**config.mk**
```make
export PLATFORM = sky130hd
export DESIGN_NAME = led_flow_ctrl
export DESIGN_NICKNAME = d
export VERILOG_FILES = /design/src/rtl/led_flow_pkg.sv /design/src/rtl/led_flow_prescaler.sv /design/src/rtl/led_flow_ctrl.sv
export SDC_FILE = /design/constraint.sdc
export NUM_CORES = 1
export LEC_CHECK = 0
export BUFFER_PORTS_ARGS = -buffer_cell sky130_fd_sc_hd__buf_2
export CORE_ASPECT_RATIO = 1.4
export CORE_UTILIZATION = 61
export CTS_BUF_LIST = sky130_fd_sc_hd__clkbuf_16
export CTS_CLUSTER_SIZE = 12
export DETAILED_ROUTE_END_ITERATION = 10
export PLACE_DENSITY_LB_ADDON = 0.08
export SYNTH_ARGS = -nofsm -noshare
export SYNTH_HDL_FRONTEND = slang
export SYNTH_SLANG_ARGS = --single-unit
```
**constraint.sdc**
```tcl
create_clock -name clk_50M -period 3 [get_ports clk_50M]
set_input_delay 0.6 -clock clk_50M [delete_from_list [all_inputs] [get_ports clk_50M]]
set_output_delay 0.6 -clock clk_50M [all_outputs]
set_load 0.03 [all_outputs]
```
**src/rtl/led_flow_pkg.sv**
```systemverilog
// Shared mode encodings and start-position helper for the LED sequencer.
package led_flow_pkg;

  typedef enum logic [1:0] {
    MODE_SHL  = 2'b00,
    MODE_SHR  = 2'b01,
    MODE_PING = 2'b10,
    MODE_FILL = 2'b11
  } mode_e;

  function automatic int unsigned start_pos(input logic [1:0] mode, input int unsigned n_led);
    return (mode == MODE_SHR) ? (n_led - 32'd1) : 32'd0;
  endfunction

endpackage

```
**src/rtl/led_flow_prescaler.sv**
```systemverilog
// Programmable step prescaler: one-cycle tick every BASE_DIV<<speed cycles while enabled.
// Holds its count while paused; i_clr restarts the interval and suppresses the tick.
module led_flow_prescaler #(
  parameter int BASE_DIV = 16384,
  parameter int CNT_W    = 22
) (
  input  logic       clk_50M,
  input  logic       reset_n,
  input  logic       i_enable,
  input  logic       i_clr,
  input  logic [2:0] i_speed,
  output logic       o_tick
);

  logic [CNT_W-1:0] r_cnt;
  logic [CNT_W-1:0] w_lim;
  logic             w_hit;

  assign w_lim = (CNT_W'(BASE_DIV) << i_speed) - CNT_W'(1);
  // >= so that a speed decrease mid-interval ticks immediately
  assign w_hit  = (r_cnt >= w_lim);
  assign o_tick = i_enable & ~i_clr & w_hit;

  always_ff @(posedge clk_50M or negedge reset_n) begin
    if (!reset_n) begin
      r_cnt <= '0;
    end else if (i_clr) begin
      r_cnt <= '0;
    end else if (i_enable) begin
      r_cnt <= w_hit ? '0 : r_cnt + CNT_W'(1);
    end
  end

endmodule

```
**src/rtl/led_flow_ctrl.sv**
```systemverilog
// Multi-mode LED sequencer: position/direction FSM advanced by the prescaler tick.
// led is registered from (mode_q, pos); wrap is delayed to line up with the new led.
module led_flow_ctrl
  import led_flow_pkg::*;
#(
  parameter int N_LED    = 10,
  parameter int BASE_DIV = 16384,
  parameter int CNT_W    = 22
) (
  input  logic             clk_50M,
  input  logic             reset_n,
  input  logic             enable,
  input  logic [1:0]       mode,
  input  logic [2:0]       speed,
  output logic [N_LED-1:0] led,
  output logic             wrap
);

  localparam int PW = (N_LED > 1) ? $clog2(N_LED) : 1;
  localparam logic [PW-1:0] LAST = PW'(N_LED - 1);

  mode_e            r_mode_q, w_mode_nxt;
  logic [PW-1:0]    r_pos, w_pos_nxt;
  logic             r_up, w_up_nxt;
  logic             r_wrap_p, r_wrap;
  logic [N_LED-1:0] r_led, w_led_nxt;
  logic [N_LED:0]   w_one;
  logic             w_tick, w_mode_chg, w_wrap_evt;

  assign w_mode_chg = (mode != r_mode_q);

  led_flow_prescaler #(
    .BASE_DIV (BASE_DIV),
    .CNT_W    (CNT_W)
  ) u_prescaler (
    .clk_50M  (clk_50M),
    .reset_n  (reset_n),
    .i_enable (enable),
    .i_clr    (w_mode_chg),
    .i_speed  (speed),
    .o_tick   (w_tick)
  );

  always_comb begin
    w_mode_nxt = r_mode_q;
    w_pos_nxt  = r_pos;
    w_up_nxt   = r_up;
    w_wrap_evt = 1'b0;
    if (w_mode_chg) begin
      w_mode_nxt = mode_e'(mode);
      w_pos_nxt  = PW'(start_pos(mode, N_LED));
      w_up_nxt   = 1'b1;
    end else if (w_tick) begin
      case (r_mode_q)
        MODE_SHR: begin
          w_pos_nxt  = (r_pos == '0) ? LAST : r_pos - PW'(1);
          w_wrap_evt = (r_pos == '0);
        end
        MODE_PING: begin
          // Reversal steps away from the end so end positions are shown once
          if (r_up) begin
            if (r_pos == LAST) begin
              w_pos_nxt  = LAST - PW'(1);
              w_up_nxt   = 1'b0;
              w_wrap_evt = (LAST == PW'(1));
            end else begin
              w_pos_nxt = r_pos + PW'(1);
            end
          end else if (r_pos == '0) begin
            w_pos_nxt = PW'(1);
            w_up_nxt  = 1'b1;
          end else begin
            w_pos_nxt  = r_pos - PW'(1);
            w_wrap_evt = (r_pos == PW'(1));
          end
        end
        default: begin
          w_pos_nxt  = (r_pos == LAST) ? '0 : r_pos + PW'(1);
          w_wrap_evt = (r_pos == LAST);
        end
      endcase
    end
  end

  assign w_one     = (N_LED + 1)'(1) << r_pos;
  assign w_led_nxt = (r_mode_q == MODE_FILL) ? N_LED'((w_one << 1) - (N_LED + 1)'(1))
                                             : N_LED'(w_one);

  always_ff @(posedge clk_50M or negedge reset_n) begin
    if (!reset_n) begin
      r_mode_q <= MODE_SHL;
      r_pos    <= '0;
      r_up     <= 1'b1;
      r_led    <= '0;
      r_wrap_p <= 1'b0;
      r_wrap   <= 1'b0;
    end else begin
      r_mode_q <= w_mode_nxt;
      r_pos    <= w_pos_nxt;
      r_up     <= w_up_nxt;
      r_led    <= w_led_nxt;
      r_wrap_p <= w_wrap_evt;
      r_wrap   <= r_wrap_p;
    end
  end

  assign led  = r_led;
  assign wrap = r_wrap;

endmodule

```
==> qor.yml, run 1 <==
floorplanning:
  core_mm2: 0.004309
  die_h_um: 82.03
  row_count: 28
  die_w_um: 59.16
  initial_utilization_pct: 64.75
  design.die.area_mm2: 0.004853
  ios: 19
timing:
  post-route-min-period_ns: 2.617
  fmax_mhz: 382.1
  slew_violations: 0
  period_share_pct: 87.23
  final-setup-viol-count: 0
  hold_violations: 0
  tightest_slew_ns: 0.9101
  finalClockSkew_ns: 0.002960
  grt_setup_unrepaired: "no"
  relSlewSlack_pct: 39.33
  fin_tns_setup_ns: 0
  fin_ws_ns: 0.3831
synth:
  syn_area_mm2: 0.002790
  yosysWarnings: 0
  syn_inst: 331
  async_flop_share_pct: 100.0
  synth-edff-count: 0
  ys_ff_latch: 41
  synthFlopType: "dfrtp_1"
  yosysSeqAreaShare_pct: 36.82
  syn_avg_cell_area_um2: 8.430
  yosys.area.top_type_share_pct: 35.87
  synthTopCellsByArea: "dfrtp_1 (36%), ha_1 (6.7%), nand2_1 (4.7%), nand4_1 (4.0%), nand3_1 (3.8%)"
  syn_nets: 354
  synth_cell_type_count: 61
  yosysTopAreaCell: "dfrtp_1"
cts:
  cts_root_buf: "clkbuf_16"
  clock_latency_ns: 0.28
  cts_buffer_depth: 2
  htree_levels: 2
  cts_setup_buffers: 0
  holdBufCountCts: 0
  cts_tree: "built"
  cts_made_buffers: 5
  cts_sinks: 41
  post_cts_resized: 0
  path_clk_slew_ns: 0.06
routing:
  drt_pass1_iterations: 5
  drc: 0
  drt_iter0_markers: 222
  viasPerCell: 6.626
  wl_um: 6987
  wl_per_cell_um: 16.96
  antenna_left: 0
  num_vias: 2730
run_status:
  outcome: "finished clean"
global_route:
  grt_max_degree: 42
  track_usage_pct: 31.62
  grt_pass1_wl_um: 11520
  grt_pass1_vias: 2552
  antenna_found_initial: 0
  grt-ovfl-total: 0
placement:
  place_ws_ns: 0.1572
  gp_congestion: 0.8948
  port_buffers: 18
  dp_hpwl_um: 5136
power_and_ir_drop:
  power_density_mw_per_mm2: 419.7
  peakVddDrop_mv: 0.3021
  leakage_nw: 1.389
critical_path:
  crit_required_ns: 3.16
  cp-start-kind: "flop"
  end_kind: "flop"
  crit_type: "flop to flop"
  arrival_ns: 2.78
  worstPathMaxFanout: 18
worst_hold_path:
  hold_path_class: "flop to flop"
cells_and_area:
  area.growth.synth_to_final_pct: 11.75
  nets: 374
  fillers: 365
  num_antenna_cells: 0
  drive_above_1_share_pct: 12.50
flow_run:
  max-cap-violations: 0
cells in the mapped netlist (4+ instances only):
cell	count
dfrtp_1	40
nand2_1	35
nand3_1	21
nor2_1	21
o21ai_0	20
a21oi_1	18
nand4_1	18
inv_1	17
ha_1	15
clkbuf_1	13
nor3_1	13
a31oi_1	7
and3_1	7
a22o_1	6
nor4_1	6
nor2b_1	5
o311ai_0	5
mux2i_1	4
flip-flops by register name, indices dropped and copies added, names as in the netlist:
register	count
u_prescaler.r_cnt	22
led	10
r_pos	4
r_mode_q	2
r_up	1
r_wrap_p	1
wrap	1
cell type report:
class	instances	area (µm²)	share of cell area, %
clock buffer	5	125.1	4.013
clock inverter	3	15.01	0.4815
inverter	17	63.81	2.047
multi-input combinational	256	1632	52.33
sequential	41	1027	32.95
tap	60	75.07	2.408
timing repair buffer	30	180.2	5.778
kinds of logic after synthesis:
logic type / share of synthesized area [%]
AOI/OAI and AO/OA: 20.54
xor gates and xnor gates: 1.570
adders and majority gates: 6.726
buffers and inverters: 4.933
DFF: 36.82
muxes: 1.435
other: 0.1344
and+or+nand+nor: 27.85
power by group:
group	leakage, nW	switching, mW	internal [mW]
Clock	0.0724	0.201	0.302
Combinational	0.763	0.149	0.0748
Sequential	0.553	0.0118	0.570
routing by layer:
metal  GRT usage (%)  share of wire, %  vias to the layer above
li1                -                 -                     1282
met5               0                 0                        -
met3           5.827               4.2                       24
met1           35.06                40                     1322
met4           15.95               3.1                        0
met2           56.82                53                      102
final timing paths:
| path | from | end | slack [ns] | cells past startpoint |
|---|---|---|---|---|
| max | r_pos[1]$_DFFE_PN0P_ | led[5]$_DFF_PN0_ | 0.38 | 7 |
| max in group asynchronous | reset_n | r_pos[0]$_DFFE_PN0P_ | 1.98 | 1 |
| min reg2reg | r_wrap_p$_DFF_PN0_ | wrap$_DFF_PN0_ | 0.35 | 0 |
| max reg2reg | r_pos[1]$_DFFE_PN0P_ | led[5]$_DFF_PN0_ | 0.38 | 7 |
| min in group asynchronous | reset_n | u_prescaler.r_cnt[21]$_DFFE_PN0P_ | 0.46 | 1 |
| min | r_wrap_p$_DFF_PN0_ | wrap$_DFF_PN0_ | 0.35 | 0 |
per-stage QoR:
step	instances	hold WS (ns)	cell area (µm²)	utilization, %	power [mW]
after floorplan	331	0.3044	2790	-	0.7404
after global placement	404	0.3326	2978	69.11	0.8080
after detailed placement	404	0.3434	2978	69.11	0.8130
after CTS	412	0.3568	3118	72.36	1.320
after global routing	412	0.3640	3118	72.36	1.371
final	412	0.3538	3118	72.36	1.309
cell usage in the layout (no fill, tap or decap), types with 3 or more instances in the layout:
cell and n:
a21oi_1 18, a22o_1 6, a31oi_1 7, and3_1 7, buf_2 18, buf_4 12
clkbuf_16 5, dfrtp_1 40, ha_1 15, inv_1 19, mux2i_1 4, nand2_1 35
nand3_1 21, nand4_1 18, nor2_1 21, nor2b_1 5, nor3_1 13, nor4_1 5
o21ai_0 20, o311ai_0 5, o31ai_1 3, or3_1 3, xor2_1 3
critical path, stage by stage (launching register included):
cell and delay, ns:
dfrtp_1 0.56, nor4_1 0.68, inv_1 0.15, ha_1 0.25, o21ai_1 0.29, mux2i_1 0.24, o21ai_0 0.13, a22o_1 0.20
No activity file was read; power rests on OpenSTA's default activity.
==> run 2, diff against run 1 <==
--- a/config.mk
+++ b/config.mk
@@ -7,6 +7,7 @@
 export LEC_CHECK = 0
 export BUFFER_PORTS_ARGS = -buffer_cell sky130_fd_sc_hd__buf_2
 export CORE_ASPECT_RATIO = 1.4
+export CORE_MARGIN = 10
 export CORE_UTILIZATION = 61
 export CTS_BUF_LIST = sky130_fd_sc_hd__clkbuf_16
 export CTS_CLUSTER_SIZE = 12
==> run 2 against run 1 <==
Net effect: highest routed layer unchanged; worst setup slack gained 0.041 ns; sequential share of layout area down 0.60 points; flip-flop and latch count unchanged; final cell count increased by 0.97%; via count is 2.3% lower; die area grew 59%; combinational power barely moved.
==> qor.yml, run 2 (synthesis gave the netlist of run 1 again) <==
timing:
  grt_setup_unrepaired: "no"
  slew_violations: 0  # unchanged
  relSlewSlack_pct: 40.28  # +0.95 points
  tightest_slew_ns: 0.8959  # -0.01424 ns
  fin_tns_setup_ns: 0  # unchanged
  hold_violations: 0  # unchanged
  fmax_mhz: 388.2  # +1.6%
  whs_ns: 0.3653  # +0.01145 ns
  finalClockSkew_ns: 0.004972  # +0.002012 ns
  period_share_pct: 85.87  # -1.4 points
  post-route-min-period_ns: 2.576  # -0.04079 ns
  final-setup-viol-count: 0  # unchanged
cts:
  cts_tree: "built"
  holdBufCountCts: 0  # unchanged
  htree_levels: 2  # unchanged
  clock_latency_ns: 0.28  # about the same
  cts_made_buffers: 5  # unchanged
  cts_root_buf: "clkbuf_16"
  cts_setup_buffers: 0  # unchanged
  cts_buffer_depth: 2  # unchanged
  path_clk_slew_ns: 0.06  # about the same
  cts_sinks: 41  # unchanged
  post_cts_resized: 0  # unchanged
cells_and_area:
  area.growth.synth_to_final_pct: 13.81
  largest_register_ffs: 22  # unchanged
  fin_util_pct: 70.58  # -1.8 points
  drive_above_1_share_pct: 13.28  # +0.78 points
  final_common_cell: "dfrtp_1"
  finalNonFillerCells: 416  # +0.97%
  top_register: "u_prescaler.r_cnt"
  nets: 376  # +0.53%
  layout_common_cells: "dfrtp_1 (40), nand2_1 (35), nor2_1 (21), nand3_1 (21), o21ai_0 (20)"
  num_antenna_cells: 0  # unchanged
critical_path:
  crit_buf_inv: 1  # unchanged
  r2r_start: "u_prescaler.r_cnt[17]$_DFFE_PN0P_"
  end_kind: "flop"
  arrival_ns: 2.79  # about the same
  crit_type: "primary input to flop"
  crit_required_ns: 3.22  # +0.06 ns
  rr_worst_depth: 6  # -1
  worstPathMaxFanout: 7  # -11
  path_depth: 8  # +1
  rrSetupSlack_ns: 0.51  # +0.13 ns
  path_cells: "buf_2, o21ai_0, ha_1, nand4_1, a31oi_1, or4_1, or4b_1, nand3_1"
  cp_slowest_cell: "or4_1"
  slowest_delay_ns: 0.65  # -0.03 ns
  startpoint: "speed[1]"
  cp-start-kind: "primary input"
  rr_endpoint: "u_prescaler.r_cnt[19]$_DFFE_PN0P_"
  critPathCapture: "u_prescaler.r_cnt[19]$_DFFE_PN0P_"
  crit_family: "simple AND/OR/NAND/NOR gates"
floorplanning:
  row_count: 29  # +3.6%
  ios: 19  # unchanged
  design.die.area_mm2: 0.007718  # +59%
  initial_utilization_pct: 62.01  # -2.7 points
  die_h_um: 100.0  # +22%
  die_w_um: 77.16  # +30%
  core_mm2: 0.004499  # +4.4%
routing:
  drt_pass1_iterations: 6  # +1
  num_vias: 2668  # -2.3%
  wl_um: 7343  # +5.1%
  wl_per_cell_um: 17.65  # +4.1%
  drc: 0  # unchanged
  viasPerCell: 6.413  # -3.2%
  drt_iter0_markers: 294  # +32%
  antenna_left: 0  # unchanged
worst_hold_path:
  hold_path_class: "flop to flop"
  hp-start: "r_wrap_p$_DFF_PN0_"
  whs_path_depth: 0  # unchanged
global_route:
  grt_pass1_vias: 2649  # +3.8%
  grt_pass1_wl_um: 12310  # +6.8%
  grt_max_degree: 42  # unchanged
  grt-ovfl-total: 0  # unchanged
  track_usage_pct: 19.07  # -13 points
  antenna_found_initial: 0  # unchanged
placement:
  port_buffers: 18  # unchanged
  gp_congestion: 0.9249  # +3.4%
  dp_cells: 408  # +0.99%
  dp_hpwl_um: 5294  # +3.1%
power_and_ir_drop:
  finalPower_mw: 1.414  # +8.0%
  leakage_nw: 1.416  # +1.9%
  power_density_mw_per_mm2: 445.2  # +6.1%
  peakVddDrop_mv: 0.3045  # +0.77%
flow_run:
  max-cap-violations: 0  # unchanged
run_status:
  outcome: "finished clean"
run 2: changes by cell type in the layout (fill, tap and decap cells not counted):
cell,previous run,this run
buf_12,0,1
buf_4,12,13
bufinv_16,0,1
clkinv_4,0,1
clkinvlp_4,1,0
inv_1,19,18
run 2: final cells by class:
type                            instances  area (µm²)
Multi-Input combinational cell        256        1632
Fill cell                             383        1324
Sequential cell                        41        1027
Timing Repair Buffer                   32       207.7
Clock buffer                            5       125.1
Tap cell                               62       77.57
Inverter                               17       63.81
Clock inverter                          3       42.54
run 2: per-stage QoR:
step                      instance area [µm²]  setup WS, ns
final                                    3176        0.4239
after global routing                     3176        0.2882
after CTS                                3176        0.4408
after detailed placement                 3008        0.1590
after global placement                   3008        0.2202
after floorplan                          2790        0.5105
run 2: worst register-to-register path: cells and delay by family (launching register included):
kind                       cells  cell delay, ns
AOI/OAI and AO/OA              2            0.34
and+or+nand+nor                3            1.28
adders and majority gates      1            0.36
DFF                            1            0.44
run 2: routing by layer:
layer	global-route usage, %	vias up	wire length [µm]
li1	-	1286	-
met1	20.08	1255	2820
met2	34.84	103	3926
met3	3.399	24	323
met4	10.70	0	273
met5	0	-	0
run 2: worst min path at each step:
stage / to / slack [ns]
2_1_floorplan: led[0]$_DFF_PN0_ / 0.30
3_3_place_gp: wrap$_DFF_PN0_ / 0.34
3_5_place_dp: wrap$_DFF_PN0_ / 0.36
4_1_cts: wrap$_DFF_PN0_ / 0.37
5_1_grt: wrap$_DFF_PN0_ / 0.37
6_report: wrap$_DFF_PN0_ / 0.37
run 2: power breakdown:
group / switching [mW] / internal, mW
registers: 0.0110 / 0.570
logic: 0.149 / 0.0767
clock network: 0.216 / 0.391
total: 0.377 / 1.04
==> run 3, diff against run 2 <==
--- a/config.mk
+++ b/config.mk
@@ -12,7 +12,7 @@
 export CTS_BUF_LIST = sky130_fd_sc_hd__clkbuf_16
 export CTS_CLUSTER_SIZE = 12
 export DETAILED_ROUTE_END_ITERATION = 10
-export PLACE_DENSITY_LB_ADDON = 0.08
+export PLACE_DENSITY = 0.82
 export SYNTH_ARGS = -nofsm -noshare
 export SYNTH_HDL_FRONTEND = slang
 export SYNTH_SLANG_ARGS = --single-unit
==> run 3 against run 2 <==
Net effect: combinational power is essentially flat; design area hardly changed; total power decreased by 6.1%; core utilization is essentially flat; clock-buffer cell count stayed put; clock power is 14% lower; first-iteration DRC count grew 4.8%; final cell count increased by 0.72%; critical path type unchanged; worst hold slack got worse by 0.012 ns; highest routed layer unchanged.
==> qor.yml, run 3 (synthesis gave the netlist of run 1 again) <==
critical_path:
  cp_common_cell: "a21oi_1"
  startpoint: "speed[2]"
  crit_required_ns: 3.22  # about the same
  crit_family: "compound AO/OA/AOI/OAI gates"
  worstPathMaxFanout: 7  # unchanged
  cp_slowest_cell: "or4_1"
  path_cells: "buf_2, inv_1, ha_1, a21oi_1, a31oi_1, or4_1, a21oi_1, a22o_1"
  path_depth: 8  # unchanged
  arrival_ns: 2.80  # about the same
  slowest_delay_ns: 0.64  # about the same
  r2r_start: "u_prescaler.r_cnt[17]$_DFFE_PN0P_"
  end_kind: "flop"
  rr_worst_depth: 6  # unchanged
  crit_type: "primary input to flop"
  rrSetupSlack_ns: 0.49  # -0.02 ns
  crit_buf_inv: 2  # +1
  cp-start-kind: "primary input"
routing:
  drc: 0  # unchanged
  drt_iter0_markers: 308  # +4.8%
  antenna_left: 0  # unchanged
  drt_pass1_iterations: 5  # -1
  wl_um: 7160  # -2.5%
  wl_per_cell_um: 17.09  # -3.2%
  num_vias: 2716  # +1.8%
  viasPerCell: 6.482  # +1.1%
power_and_ir_drop:
  power_density_mw_per_mm2: 418.4  # -6.0%
  peakVddDrop_mv: 0.3380  # +11%
  power_frac_comb_pct: 17.0  # +1.0 points
  seqPwrFrac_pct: 43.9  # +2.8 points
  power.share.clock_pct: 39.1  # -3.8 points
  netSwitchingPower_mw: 0.3758  # -0.26%
  internal_power_mw: 0.9521  # -8.2%
  leakage_nw: 1.411  # -0.35%
  swShare_pct: 28.30  # +1.7 points
global_route:
  antenna_found_initial: 0  # unchanged
  grt_pass1_wl_um: 12390  # +0.67%
  met1_usage_pct: 20.83  # +0.75 points
  grt_use_met2_pct: 34.19  # -0.65 points
  grt.busiest_layer: "met2"
  track_usage_pct: 19.07  # about the same
  grt-ovfl-total: 0  # unchanged
  grt_pass1_vias: 2675  # +0.98%
  grt_use_met3_pct: 3.846  # +0.45 points
  grt_max_degree: 42  # unchanged
timing:
  grt_setup_unrepaired: "no"
  fin_tns_setup_ns: 0  # unchanged
  slew_violations: 0  # unchanged
  finalClockSkew_ns: 0.008239  # +0.003267 ns
  tightest_slew_ns: 0.9112  # +0.01530 ns
  period_share_pct: 85.99  # +0.12 points
  fmax_mhz: 387.6  # -0.14%
  final-setup-viol-count: 0  # unchanged
  post-route-min-period_ns: 2.580  # +0.003693 ns
  hold_violations: 0  # unchanged
  relSlewSlack_pct: 39.26  # -1.0 points
placement:
  gp_congestion: 0.9612  # +3.9%
  port_buffers: 18  # unchanged
  placedInstanceArea_mm2: 0.003030  # +0.75%
  dp_hpwl_um: 5250  # -0.83%
cells_and_area:
  top_register: "u_prescaler.r_cnt"
  drive_above_1_share_pct: 14.01  # +0.73 points
  nets: 379  # +0.80%
  area.growth.synth_to_final_pct: 13.77  # about the same
  fillers: 387  # +1.0%
  final_common_cell: "dfrtp_1"
  stdcell_area_mm2: 0.003174  # about the same
  layout_common_cells: "dfrtp_1 (40), nand2_1 (35), nor2_1 (21), nand3_1 (21), o21ai_0 (20)"
  num_antenna_cells: 0  # unchanged
  largest_register_ffs: 22  # unchanged
worst_hold_path:
  whs_path_depth: 0  # unchanged
  hp-start: "r_wrap_p$_DFF_PN0_"
  hold_path_class: "flop to flop"
cts:
  holdBufCountCts: 0  # unchanged
  path_clk_slew_ns: 0.06  # about the same
  clock_latency_ns: 0.29  # about the same
  htree_levels: 2  # unchanged
  post_cts_resized: 0  # unchanged
  cts_made_buffers: 5  # unchanged
  cts_sinks: 41  # unchanged
  cts_root_buf: "clkbuf_16"
  cts_buffer_depth: 2  # unchanged
  cts_tree: "built"
  cts_setup_buffers: 0  # unchanged
floorplanning:
  die_h_um: 100.0  # unchanged
  die_w_um: 77.16  # unchanged
  initial_utilization_pct: 62.01  # unchanged
  row_count: 29  # unchanged
  design.die.area_mm2: 0.007718  # unchanged
  core_mm2: 0.004499  # unchanged
  ios: 19  # unchanged
run_status:
  outcome: "finished clean"
flow_run:
  max-cap-violations: 0  # unchanged
## run 3: worst paths after layout
path | to
setup / recovery | u_prescaler.r_cnt[3]$_DFFE_PN0P_
hold / removal | wrap$_DFF_PN0_
setup reg to reg | u_prescaler.r_cnt[3]$_DFFE_PN0P_
hold reg to reg | wrap$_DFF_PN0_
max in group asynchronous | u_prescaler.r_cnt[9]$_DFFE_PN0P_
min in group asynchronous | u_prescaler.r_cnt[15]$_DFFE_PN0P_
## run 3: area by class of cell
cell class,instances,area [µm²],share of cell area (%)
flip-flops and latches,41,1027,32.36
inverters,17,63.81,2.010
clock buffers,5,125.1,3.942
clock inverters,3,18.77,0.5913
repair buffers,35,230.2,7.253
multi-input cells,256,1632,51.40
well taps,62,77.57,2.444
## run 3: routing by layer
| layer | wire (µm) | vias up |
|---|---|---|
| li1 | - | 1284 |
| met1 | 2741 | 1305 |
| met2 | 3809 | 105 |
| met3 | 381 | 22 |
| met4 | 227 | 0 |
| met5 | 0 | - |
## run 3: worst register-to-register path: cells and delay by family (launching register included)
family          cells  cell delay, ns
fa+ha+maj           1            0.36
flops               1            0.43
simple gates        1            0.64
compound gates      4            1.02
## run 3: power groups by stage
stage / Combinational (mW) / Clock, mW / Sequential, mW
6_report: 0.225 / 0.519 / 0.583
3_3_place_gp: 0.218 / 0 / 0.593
5_1_grt: 0.250 / 0.549 / 0.585
4_1_cts: 0.225 / 0.523 / 0.583
3_5_place_dp: 0.224 / 0 / 0.593
2_1_floorplan: 0.130 / 0 / 0.611
## run 3: through the flow
stage	power [mW]	instances	utilization, %	worst slack, ns	hold WS, ns
after floorplan	0.7404	331	-	0.5105	0.3044
after global placement	0.8108	411	67.35	0.2571	0.3354
final	1.328	419	70.55	0.4202	0.3532
after CTS	1.332	419	70.55	0.4583	0.3530
after global routing	1.384	419	70.55	0.1805	0.3771
after detailed placement	0.8170	411	67.35	0.1739	0.3395
